### src/rtl/wb_daq_bus_reader_pkg.sv
// Descriptor layout shared with the ring writer, plus the reader sequencing states.
// No logic here; latency and backpressure are properties of the modules that import it.
// Offsets are relative to the descriptor base address.
package wb_daq_bus_reader_pkg;

    localparam logic [7:0] VECTOR_START_ADDRESS_OFFSET = 8'h00;
    localparam logic [7:0] VECTOR_END_ADDRESS_OFFSET   = 8'h04;
    localparam logic [7:0] VECTOR_WRITE_POINTER_OFFSET = 8'h08;
    localparam logic [7:0] VECTOR_READ_POINTER_OFFSET  = 8'h0C;

    typedef enum logic [3:0] {
        S_IDLE      = 4'd0,
        S_RD_PTR    = 4'd1,
        S_WR_PTR    = 4'd2,
        S_START_PTR = 4'd3,
        S_END_PTR   = 4'd4,
        S_CHECK     = 4'd5,
        S_READ_DATA = 4'd6,
        S_PRESENT   = 4'd7,
        S_UPDATE    = 4'd8,
        S_WB_RD_PTR = 4'd9
    } rd_state_t;

endpackage

### src/rtl/wb_daq_bus_reader_wb_master_interface.sv
// Single classic Wishbone access engine with internal retry on rty.
// Latency: cyc/stb one edge after start, dropped on the ack/err/rty edge; done/err are combinational on that cycle.
// Backpressure: start is ignored while active (access in flight or retry pending).
module wb_master_interface #(
    parameter int dw        = 32,
    parameter int aw        = 32,
    parameter int MAX_RETRY = 4
) (
    input  logic          wb_clk,
    input  logic          wb_rst,
    input  logic          start,
    input  logic [aw-1:0] address,
    input  logic          write,
    input  logic [dw-1:0] data_wr,
    output logic [dw-1:0] data_rd,
    output logic          active,
    output logic          done,
    output logic          err,
    output logic [aw-1:0] wb_adr_o,
    output logic [dw-1:0] wb_dat_o,
    output logic [3:0]    wb_sel_o,
    output logic          wb_we_o,
    output logic          wb_cyc_o,
    output logic          wb_stb_o,
    output logic [2:0]    wb_cti_o,
    output logic [1:0]    wb_bte_o,
    input  logic [dw-1:0] wb_dat_i,
    input  logic          wb_ack_i,
    input  logic          wb_err_i,
    input  logic          wb_rty_i
);

    localparam int RW = $clog2(MAX_RETRY + 1);

    logic [RW-1:0] retry_cnt;
    logic          retry_pend;
    logic          retry_last;
    logic          rty_take;

    // err beats ack, ack beats rty
    assign retry_last = (retry_cnt == RW'(MAX_RETRY));
    assign rty_take   = wb_cyc_o && wb_rty_i && !wb_ack_i && !wb_err_i;
    assign done       = wb_cyc_o && wb_ack_i && !wb_err_i;
    assign err        = (wb_cyc_o && wb_err_i) || (rty_take && retry_last);
    assign data_rd    = wb_dat_i;
    assign active     = wb_cyc_o || retry_pend;
    assign wb_cti_o   = 3'b000;
    assign wb_bte_o   = 2'b00;

    always_ff @(posedge wb_clk) begin
        if (wb_rst) begin
            wb_adr_o   <= '0;
            wb_dat_o   <= '0;
            wb_sel_o   <= 4'h0;
            wb_we_o    <= 1'b0;
            wb_cyc_o   <= 1'b0;
            wb_stb_o   <= 1'b0;
            retry_cnt  <= '0;
            retry_pend <= 1'b0;
        end else if (start && !active) begin
            wb_adr_o   <= address;
            wb_dat_o   <= data_wr;
            wb_we_o    <= write;
            wb_sel_o   <= 4'hF;
            wb_cyc_o   <= 1'b1;
            wb_stb_o   <= 1'b1;
            retry_cnt  <= '0;
        end else if (wb_cyc_o) begin
            if (wb_ack_i || wb_err_i || wb_rty_i) begin
                wb_cyc_o <= 1'b0;
                wb_stb_o <= 1'b0;
                wb_sel_o <= 4'h0;
                if (rty_take && !retry_last) begin
                    retry_cnt  <= retry_cnt + 1'b1;
                    retry_pend <= 1'b1;
                end else begin
                    wb_we_o <= 1'b0;
                end
            end
        end else if (retry_pend) begin
            // address, data and we are still held from the original issue
            wb_cyc_o   <= 1'b1;
            wb_stb_o   <= 1'b1;
            wb_sel_o   <= 4'hF;
            retry_pend <= 1'b0;
        end
    end

endmodule

### src/rtl/wb_daq_bus_reader.sv
// Wishbone DMA reader: pops one sample from the DAQ ring per start pulse and writes back the read pointer.
// Latency: 13 cycles start-to-idle for a non-empty pop with a 0-wait slave and sample_ready held high.
// Backpressure: holds sample_o/sample_valid in PRESENT until sample_ready; writeback only after the handshake.
module wb_daq_bus_reader
    import wb_daq_bus_reader_pkg::*;
#(
    parameter int dw        = 32,
    parameter int aw        = 32,
    parameter int MAX_RETRY = 4
) (
    input  logic          wb_clk,
    input  logic          wb_rst,
    output logic [aw-1:0] wb_adr_o,
    output logic [dw-1:0] wb_dat_o,
    output logic [3:0]    wb_sel_o,
    output logic          wb_we_o,
    output logic          wb_cyc_o,
    output logic          wb_stb_o,
    output logic [2:0]    wb_cti_o,
    output logic [1:0]    wb_bte_o,
    input  logic [dw-1:0] wb_dat_i,
    input  logic          wb_ack_i,
    input  logic          wb_err_i,
    input  logic          wb_rty_i,
    input  logic          start,
    input  logic [aw-1:0] address,
    output logic [dw-1:0] sample_o,
    output logic          sample_valid,
    input  logic          sample_ready,
    output logic          busy,
    output logic          empty,
    output logic          error
);

    rd_state_t     state, nxt_state, acc_next;
    logic [aw-1:0] base_q, rd_ptr, wr_ptr, start_ptr, end_ptr;
    logic [aw-1:0] inc_ptr, nxt_ptr, eng_adr, acc_adr;
    logic [dw-1:0] eng_wdat, eng_rdat;
    logic          eng_start, eng_we, eng_active, eng_done, eng_err;
    logic          acc, acc_we;

    assign inc_ptr  = rd_ptr + aw'(4);
    assign nxt_ptr  = (inc_ptr > end_ptr) ? start_ptr : inc_ptr;
    assign eng_wdat = dw'(nxt_ptr);
    assign busy     = (state != S_IDLE);

    wb_master_interface #(.dw(dw), .aw(aw), .MAX_RETRY(MAX_RETRY)) u_wbm (
        .wb_clk   (wb_clk),
        .wb_rst   (wb_rst),
        .start    (eng_start),
        .address  (eng_adr),
        .write    (eng_we),
        .data_wr  (eng_wdat),
        .data_rd  (eng_rdat),
        .active   (eng_active),
        .done     (eng_done),
        .err      (eng_err),
        .wb_adr_o (wb_adr_o),
        .wb_dat_o (wb_dat_o),
        .wb_sel_o (wb_sel_o),
        .wb_we_o  (wb_we_o),
        .wb_cyc_o (wb_cyc_o),
        .wb_stb_o (wb_stb_o),
        .wb_cti_o (wb_cti_o),
        .wb_bte_o (wb_bte_o),
        .wb_dat_i (wb_dat_i),
        .wb_ack_i (wb_ack_i),
        .wb_err_i (wb_err_i),
        .wb_rty_i (wb_rty_i)
    );

    always_ff @(posedge wb_clk) begin
        if (wb_rst) state <= S_IDLE;
        else        state <= nxt_state;
    end

    // Transitions out of IDLE/CHECK/UPDATE issue the next access on the same edge,
    // so the only idle bus cycle between accesses is the mandatory cyc drop.
    always_comb begin
        nxt_state = state;
        eng_start = 1'b0;
        eng_we    = 1'b0;
        eng_adr   = base_q + aw'(VECTOR_READ_POINTER_OFFSET);
        acc       = 1'b0;
        acc_we    = 1'b0;
        acc_adr   = base_q + aw'(VECTOR_READ_POINTER_OFFSET);
        acc_next  = S_IDLE;
        case (state)
            S_IDLE: begin
                if (start) begin
                    eng_start = 1'b1;
                    eng_adr   = address + aw'(VECTOR_READ_POINTER_OFFSET);
                    nxt_state = S_RD_PTR;
                end
            end
            S_RD_PTR: begin
                acc      = 1'b1;
                acc_next = S_WR_PTR;
            end
            S_WR_PTR: begin
                acc      = 1'b1;
                acc_adr  = base_q + aw'(VECTOR_WRITE_POINTER_OFFSET);
                acc_next = S_START_PTR;
            end
            S_START_PTR: begin
                acc      = 1'b1;
                acc_adr  = base_q + aw'(VECTOR_START_ADDRESS_OFFSET);
                acc_next = S_END_PTR;
            end
            S_END_PTR: begin
                acc      = 1'b1;
                acc_adr  = base_q + aw'(VECTOR_END_ADDRESS_OFFSET);
                acc_next = S_CHECK;
            end
            S_CHECK: begin
                if (rd_ptr == wr_ptr) begin
                    nxt_state = S_IDLE;
                end else begin
                    eng_start = 1'b1;
                    eng_adr   = rd_ptr;
                    nxt_state = S_READ_DATA;
                end
            end
            S_READ_DATA: begin
                acc      = 1'b1;
                acc_adr  = rd_ptr;
                acc_next = S_PRESENT;
            end
            S_PRESENT: begin
                if (sample_ready) nxt_state = S_UPDATE;
            end
            S_UPDATE: begin
                eng_start = 1'b1;
                eng_we    = 1'b1;
                nxt_state = S_WB_RD_PTR;
            end
            S_WB_RD_PTR: begin
                acc      = 1'b1;
                acc_we   = 1'b1;
                acc_next = S_IDLE;
            end
            default: nxt_state = S_IDLE;
        endcase
        if (acc) begin
            eng_adr = acc_adr;
            eng_we  = acc_we;
            if (eng_err)          nxt_state = S_IDLE;
            else if (eng_done)    nxt_state = acc_next;
            else if (!eng_active) eng_start = 1'b1;
        end
    end

    always_ff @(posedge wb_clk) begin
        if (wb_rst) begin
            base_q       <= '0;
            rd_ptr       <= '0;
            wr_ptr       <= '0;
            start_ptr    <= '0;
            end_ptr      <= '0;
            sample_o     <= '0;
            sample_valid <= 1'b0;
            empty        <= 1'b0;
            error        <= 1'b0;
        end else begin
            empty <= (state == S_CHECK) && (rd_ptr == wr_ptr);
            error <= eng_err;
            if (state == S_IDLE && start) base_q <= address;
            if (eng_done) begin
                case (state)
                    S_RD_PTR:    rd_ptr    <= aw'(eng_rdat);
                    S_WR_PTR:    wr_ptr    <= aw'(eng_rdat);
                    S_START_PTR: start_ptr <= aw'(eng_rdat);
                    S_END_PTR:   end_ptr   <= aw'(eng_rdat);
                    S_READ_DATA: begin
                        sample_o     <= eng_rdat;
                        sample_valid <= 1'b1;
                    end
                    default: ;
                endcase
            end
            if (state == S_PRESENT && sample_ready) sample_valid <= 1'b0;
        end
    end

endmodule

### config.mk
export PLATFORM = sky130hd
export DESIGN_NAME = wb_daq_bus_reader
export DESIGN_NICKNAME = d
export VERILOG_FILES = /design/src/rtl/wb_daq_bus_reader_pkg.sv /design/src/rtl/wb_daq_bus_reader_wb_master_interface.sv /design/src/rtl/wb_daq_bus_reader.sv
export SDC_FILE = /design/constraint.sdc
export NUM_CORES = 1
export LEC_CHECK = 0
export BUFFER_PORTS_ARGS = -buffer_cell sky130_fd_sc_hd__buf_4
export CORE_UTILIZATION = 45
export CTS_CLUSTER_SIZE = 8
export DETAILED_ROUTE_END_ITERATION = 10
export PLACE_DENSITY_LB_ADDON = 0.25
export SYNTH_ARGS = -nofsm -noshare
export SYNTH_HDL_FRONTEND = slang
export SYNTH_SLANG_ARGS = --single-unit
### constraint.sdc
create_clock -name wb_clk -period 10.2 [get_ports wb_clk]
set_clock_uncertainty 0.1 [all_clocks]
set_input_delay 2.04 -clock wb_clk [delete_from_list [all_inputs] [get_ports wb_clk]]
set_output_delay 2.04 -clock wb_clk [all_outputs]
set_load 0.05 [all_outputs]
Word level (Yosys, flattened, before mapping)
Cells that the tools add are included.
- ROM bits: 0
- latch bits: 0
- memories: 0
- register bits after elaboration: 274
- output and inout port bits: 112
- memory bits (writable): 0
- reductions and logical operators: 37
- multipliers: 0
- $add $sub $neg: 6
- equal/unequal tests: 15
- multiplexer cells: 44
- bitwise gates (word level): 1
- div/mod/pow operators: 0
- $lt $le $gt $ge: 1
- shift operators: 0
- operators with widths (kind ; count):
    two-way mux 32 bit ; 4
    case mux 32 bit (4 select lines) ; 1
    adder 32 x 4 -> 32 bit (second input constant) ; 3
    adder 32 x 3 -> 32 bit (second input constant) ; 2
    case mux 32 bit (2 select lines) ; 1
    two-way mux 4 bit ; 9
    == test 32 bit ; 1
    greater-than comparator 32 bit ; 1
    two-way mux 1 bit ; 25
    case mux 4 bit (5 select lines) ; 1
    == test 4 x 3 -> 1 bit (second input constant) ; 4
    case mux 3 bit (5 select lines) ; 1
    logical AND 1 bit ; 12
    AND reduction 2 bit ; 6
    AND reduction 3 bit ; 3
    == test 4 x 2 -> 1 bit (second input constant) ; 2
    == test 4 bit (second input constant) ; 2
    OR reduction 6 bit ; 1
    == test 4 x 1 -> 1 bit (second input constant) ; 1
    zero test 1 bit ; 4
    zero test 4 bit ; 1
    logical OR 1 bit ; 4
    != test 2 bit (second input constant) ; 2
    nonzero test 2 bit ; 2
    other kinds (10) ; 11

Depth between registers and ports, before layout
- word-level depth: 10
- gate-level depth with buffers: 16
- gate-level depth less buffers: 14

Modules after synthesis
Synthesis repeated with hierarchy kept, for this count alone.
- cells, all modules: 2192
- area, all modules: 16158.0 sq um
- modules (own cells, without submodules) (module ; times used ; cells each ; area each (sq um)):
    wb_daq_bus_reader ; 1 ; 1826 ; 13228.9
    wb_master_interface ; 1 ; 366 ; 2929.1

Least setup slack after synthesis
Ideal clock, no wire load.
- kind: input -> register
- from: in address[2]
- to: reg u_wbm.wb_adr_o[30]
- path buffers: 1
- setup time: 74 ps
- arrival time: 4086 ps
- stages on the path: 10
- slack: 5940 ps
- path through: inv_1 > ha_1 > nand2b_1 > or4_1 > buf_2 > nor4_2 > mux2_2 > o211a_1 > a211o_1 > a31oi_1
- longest elaborated chain between the ends: 4
- ends and longest elaborated chain (element ; line ; RTL):
    from (decl) ; wb_daq_bus_reader.sv:26 ; input logic [aw-1:0] address,
    adder 32 x 4 -> 32 bit ; wb_daq_bus_reader.sv:92 ; eng_adr = address + aw'(VECTOR_READ_POINTER_OFFSET);
    two-way mux 32 bit ; wb_daq_bus_reader.sv:90 ; if (start) begin
    case mux 32 bit (2 select lines) ; wb_daq_bus_reader.sv:88 ; case (state)
    two-way mux 32 bit ; wb_daq_bus_reader.sv:144 ; if (acc) begin
    to (signal assigned) ; wb_daq_bus_reader_wb_master_interface.sv:61 ; wb_adr_o <= address;
    to (decl) ; wb_daq_bus_reader_wb_master_interface.sv:19 ; output logic [aw-1:0] wb_adr_o,
Every way passes these cells.
A chain may end at the register's enable or synchronous reset.

Final worst setup path
- from: reg rd_ptr[11]
- to: reg u_wbm.wb_dat_o[0]
- longest elaborated chain between the ends: 8
- elaborated cells on any way between the ends: 11
- those cells by class: add/sub (1); order compare (1); eq/ne (1); mux (7); reduce/logical (1)
- ends and longest elaborated chain (element ; line ; RTL):
    from (decl) ; wb_daq_bus_reader.sv:36 ; logic [aw-1:0] base_q, rd_ptr, wr_ptr, start_ptr, end_ptr;
    from (signal assigned) ; wb_daq_bus_reader.sv:170 ; S_RD_PTR: rd_ptr <= aw'(eng_rdat);
    branches (longest 8 deep; another with adder 32 x 3 -> 32 bit) ; -- ;
    to (signal assigned) ; wb_daq_bus_reader_wb_master_interface.sv:62 ; wb_dat_o <= data_wr;
    to (decl) ; wb_daq_bus_reader_wb_master_interface.sv:20 ; output logic [dw-1:0] wb_dat_o,
Parallel ways; which one is timed is not known.

==> Flow_metrics.wiki <==
{| class="wikitable"
! Metric !! Value
|-
| Cell count after synthesis || 2103
|-
| Post-CTS sizing || 0
|-
| Net count, final || about 2300
|-
| H-tree levels || 2
|-
| Fraction of final layout cells with drive strength greater than 1 || 0.139
|-
| Total number of placement rows || 67
|-
| Share of the clock period used by the worst path after layout || 0.539
|-
| Tightest Hold Check Type || reg -> reg
|-
| Most frequent cells in the layout || nand2_1 (527), a21oi_1 (271), dfxtp_1 (270), buf_4 (209), nor2_1 (88)
|-
| Number of search-and-repair iterations in the first detailed-routing pass || 6
|-
| Effective utilization at floorplan || 0.460
|-
| Total Die Area || 0.0352 mm2
|-
| Clock network fraction of design power || 0.430
|-
| Setup Total Neg Slack || 0 ps
|-
| Worst setup path category || reg -> reg
|-
| Wire length reported by the detailed router || between 50000 and 60000 um
|-
| HPWL reported at the end of detailed placement || 41400 um
|-
| Worst slew margin || 0.104
|-
| Proportion of synthesized chip area in sequential cells || 0.349
|-
| Highest net fanout along the worst path || 21
|-
| Via count of the first global-routing pass || 14600
|-
| Required time at the endpoint of the critical path || 10510 ps
|-
| Clock tree from TritonCTS || built
|-
| Register share of total power || 0.401
|-
| Library cell with the largest summed area after synthesis || dfxtp_1
|-
| Element type at the critical path end || register
|-
| F_max || about 180 MHz
|-
| Final critical-path required period || 5490 ps
|-
| Power per cell area || around 160 mW/mm2
|-
| Number of antenna cells inserted || 0
|-
| Final weighted congestion in routability-driven placement || 0.978
|-
| Area of the core || 0.0337 mm2
|-
| Comb pwr share || 0.168
|-
| Leakage Power || roughly 6.6 nW
|-
| Number of synthesized flops with an enable pin || 0
|-
| Remaining global-route overflow || 0
|-
| Die Y || 188 um
|-
| Number of antenna violations at the first check in global routing || 0
|-
| Maximum number of pins on one net before global-route repair || 88
|-
| Signed area change from the synthesized netlist to the final layout || 16.4%
|-
| Overall power after layout || 2.84 mW
|-
| Sw Share || 0.311
|-
| Switching power || 0.882 mW
|-
| Number of unique standard cell types used by synthesis || 90
|-
| Number of top-level pins || approximately 180
|-
| Endpoints failing hold || 0
|-
| Final count of negative-setup-slack endpoints || 0
|-
| Clock input transition at the sequential cells of the worst setup and hold paths || ~50 ps
|-
| Hold-fix buffers at CTS || 0
|-
| Die width || 188 um
|-
| Worst IR drop on VDD || between 0.0001 and 0.00015 V
|-
| Final Hold Slack || 352 ps
|-
| Async set-reset flop share out of synthesis || 0
|-
| Vias per inst || 6.09
|-
| Top-area cell type share of the netlist area || 0.349
|-
| Final count of pins violating max slew || 0
|-
| Total internal power || 1.96 mW
|-
| Worst endpoint data arrival time || 5800 ps
|-
| Global-route usage over all layers || 0.325
|-
| Wire length of the first global-routing pass || about 89000 um
|-
| Antenna Nets Post-Route || 0
|-
| Iteration-0 DRC count of the detailed router || 1996
|-
| Ranking of synthesized cells by area || dfxtp_1 (35%), nand2_1 (13%), a21oi_1 (8.8%), xor2_1 (3.7%), ha_1 (3.2%)
|-
| Mean cell area of the mapped netlist || 7.37 um2
|-
| Synth Register Bits || 270
|-
| Routed WL per cell || 22.3 um
|-
| MaxCap Viol Count || 0
|-
| I/O Buffers || 177
|-
| Residual DRC || 0
|-
| Maximum number of buffers from clock root to sink || 3
|-
| Post-CTS setup buffer count || 0
|-
| Number of vias in the routed layout || 16000
|-
| Crit start category || register
|-
| Number of buffers added by the clock tree synthesis step || 40
|-
| Most frequent standard cell in the layout excluding fill and tap cells || nand2_1
|-
| Run status || completed
|-
| Clk_lat worst skew || about 550 ps
|-
| Synthesized cell area || ~0.016 mm2
|-
| Slew at the pin closest to its max-slew limit || 1330 ps
|-
| Total of warnings raised by yosys || 0
|-
| Number of clock sinks seen by CTS || 270
|-
| Root buffer cell || clkbuf_16
|-
| Most instantiated flip-flop cell in the synthesis netlist || dfxtp_1
|-
| Setup repair after global routing missed its margin || false
|}
## flip-flops by register name (all words and copies together) (netlist names), 3 cells and up
register / count
base_q: 32
end_ptr: 32
rd_ptr: 32
sample_o: 32
start_ptr: 32
u_wbm.wb_adr_o: 32
u_wbm.wb_dat_o: 32
wr_ptr: 32
state: 4
u_wbm.retry_cnt: 3
## cell families after synthesis
logic type               after synthesis  synth area share
flip-flops                           270             0.349
adder cells (fa/ha/maj)               40            0.0323
AND/OR/NAND/NOR                      858             0.249
other                                  1          0.000242
buffers and inverters                240            0.0654
XOR/XNOR                             119            0.0672
multiplexers                          35            0.0231
AO/OA/AOI/OAI                        540             0.214
## area by class of cell
| class | instances | area (um2) |
|---|---|---|
| Clock buffer | 43 | 1030 |
| Timing Repair Buffer | 210 | 1580 |
| Sequential cell | 270 | 5410 |
| Tap cell | 448 | 561 |
| Inverter | 57 | 214 |
| Multi-Input combinational cell | 1597 | 9150 |
| Fill cell | 3352 | 15700 |
| Clock inverter | 4 | 97.6 |
## worst max-delay path, stage by stage (launching register included)
cell and delay (ps):
dfxtp_1 530, nand4_1 220, nor4_1 630, nor2b_1 610, nand3_1 180, xnor2_1 190, ha_1 320, nand4_1 130
or4_4 570, nor4b_2 860, o21bai_2 260, buf_4 390, mux2i_1 250, a21oi_1 90
## cells in the mapped netlist (7+ instances only)
cell / count
nand2b_1: 12
a31oi_1: 19
buf_2: 48
a32o_1: 9
ha_1: 40
nand2_1: 527
a211oi_1: 12
o22ai_1: 9
and3_1: 9
o211ai_1: 21
clkbuf_1: 118
inv_1: 56
buf_4: 14
or3_1: 7
nor2_1: 92
a21oi_1: 272
and4_1: 11
a2111oi_0: 7
mux2i_1: 29
xor2_1: 65
nand4_1: 34
nand3_1: 57
xnor2_1: 54
dfxtp_1: 270
o21ai_0: 65
nor4_1: 21
nor3_1: 39
a22oi_1: 10
a221oi_1: 15
o21ai_1: 21
o41ai_1: 7
## worst paths after layout
kind | slack, ps | from | end | cells past startpoint
min reg2reg | 350 | sample_o[21] | sample_o[21] | 2
max reg2reg | 4710 | rd_ptr[11] | u_wbm.wb_dat_o[0] | 13
min | 350 | sample_o[21] | sample_o[21] | 2
max | 4710 | rd_ptr[11] | u_wbm.wb_dat_o[0] | 13
## per-layer routing
metal	GRT usage	up-vias	wire (um)
met5	0	-	0
met4	0.135	0	2330
met3	0.0517	149	5010
met2	0.499	808	26000
met1	0.451	7622	25400
li1	-	7430	-
## metrics by stage
stage               setup slack [ps]  instance area (um2)  cells   util
finish                          4710                18000   2629  0.535
global route                    4370                18000   2629  0.535
CTS                             4700                18000   2629  0.535
detailed placement              4720                16900   2582  0.502
global placement                4960                16900   2582  0.502
floorplan                       5940                15500   2107      -
## power by group through the flow
stage	clock network (mW)	logic, mW	registers (mW)
global placement	0	0.468	1.16
detailed placement	0	0.471	1.16
CTS	1.24	0.473	1.14
global route	1.28	0.504	1.14
finish	1.22	0.478	1.14
floorplan	0	0.251	1.21
(Power assumes the default switching activity.)
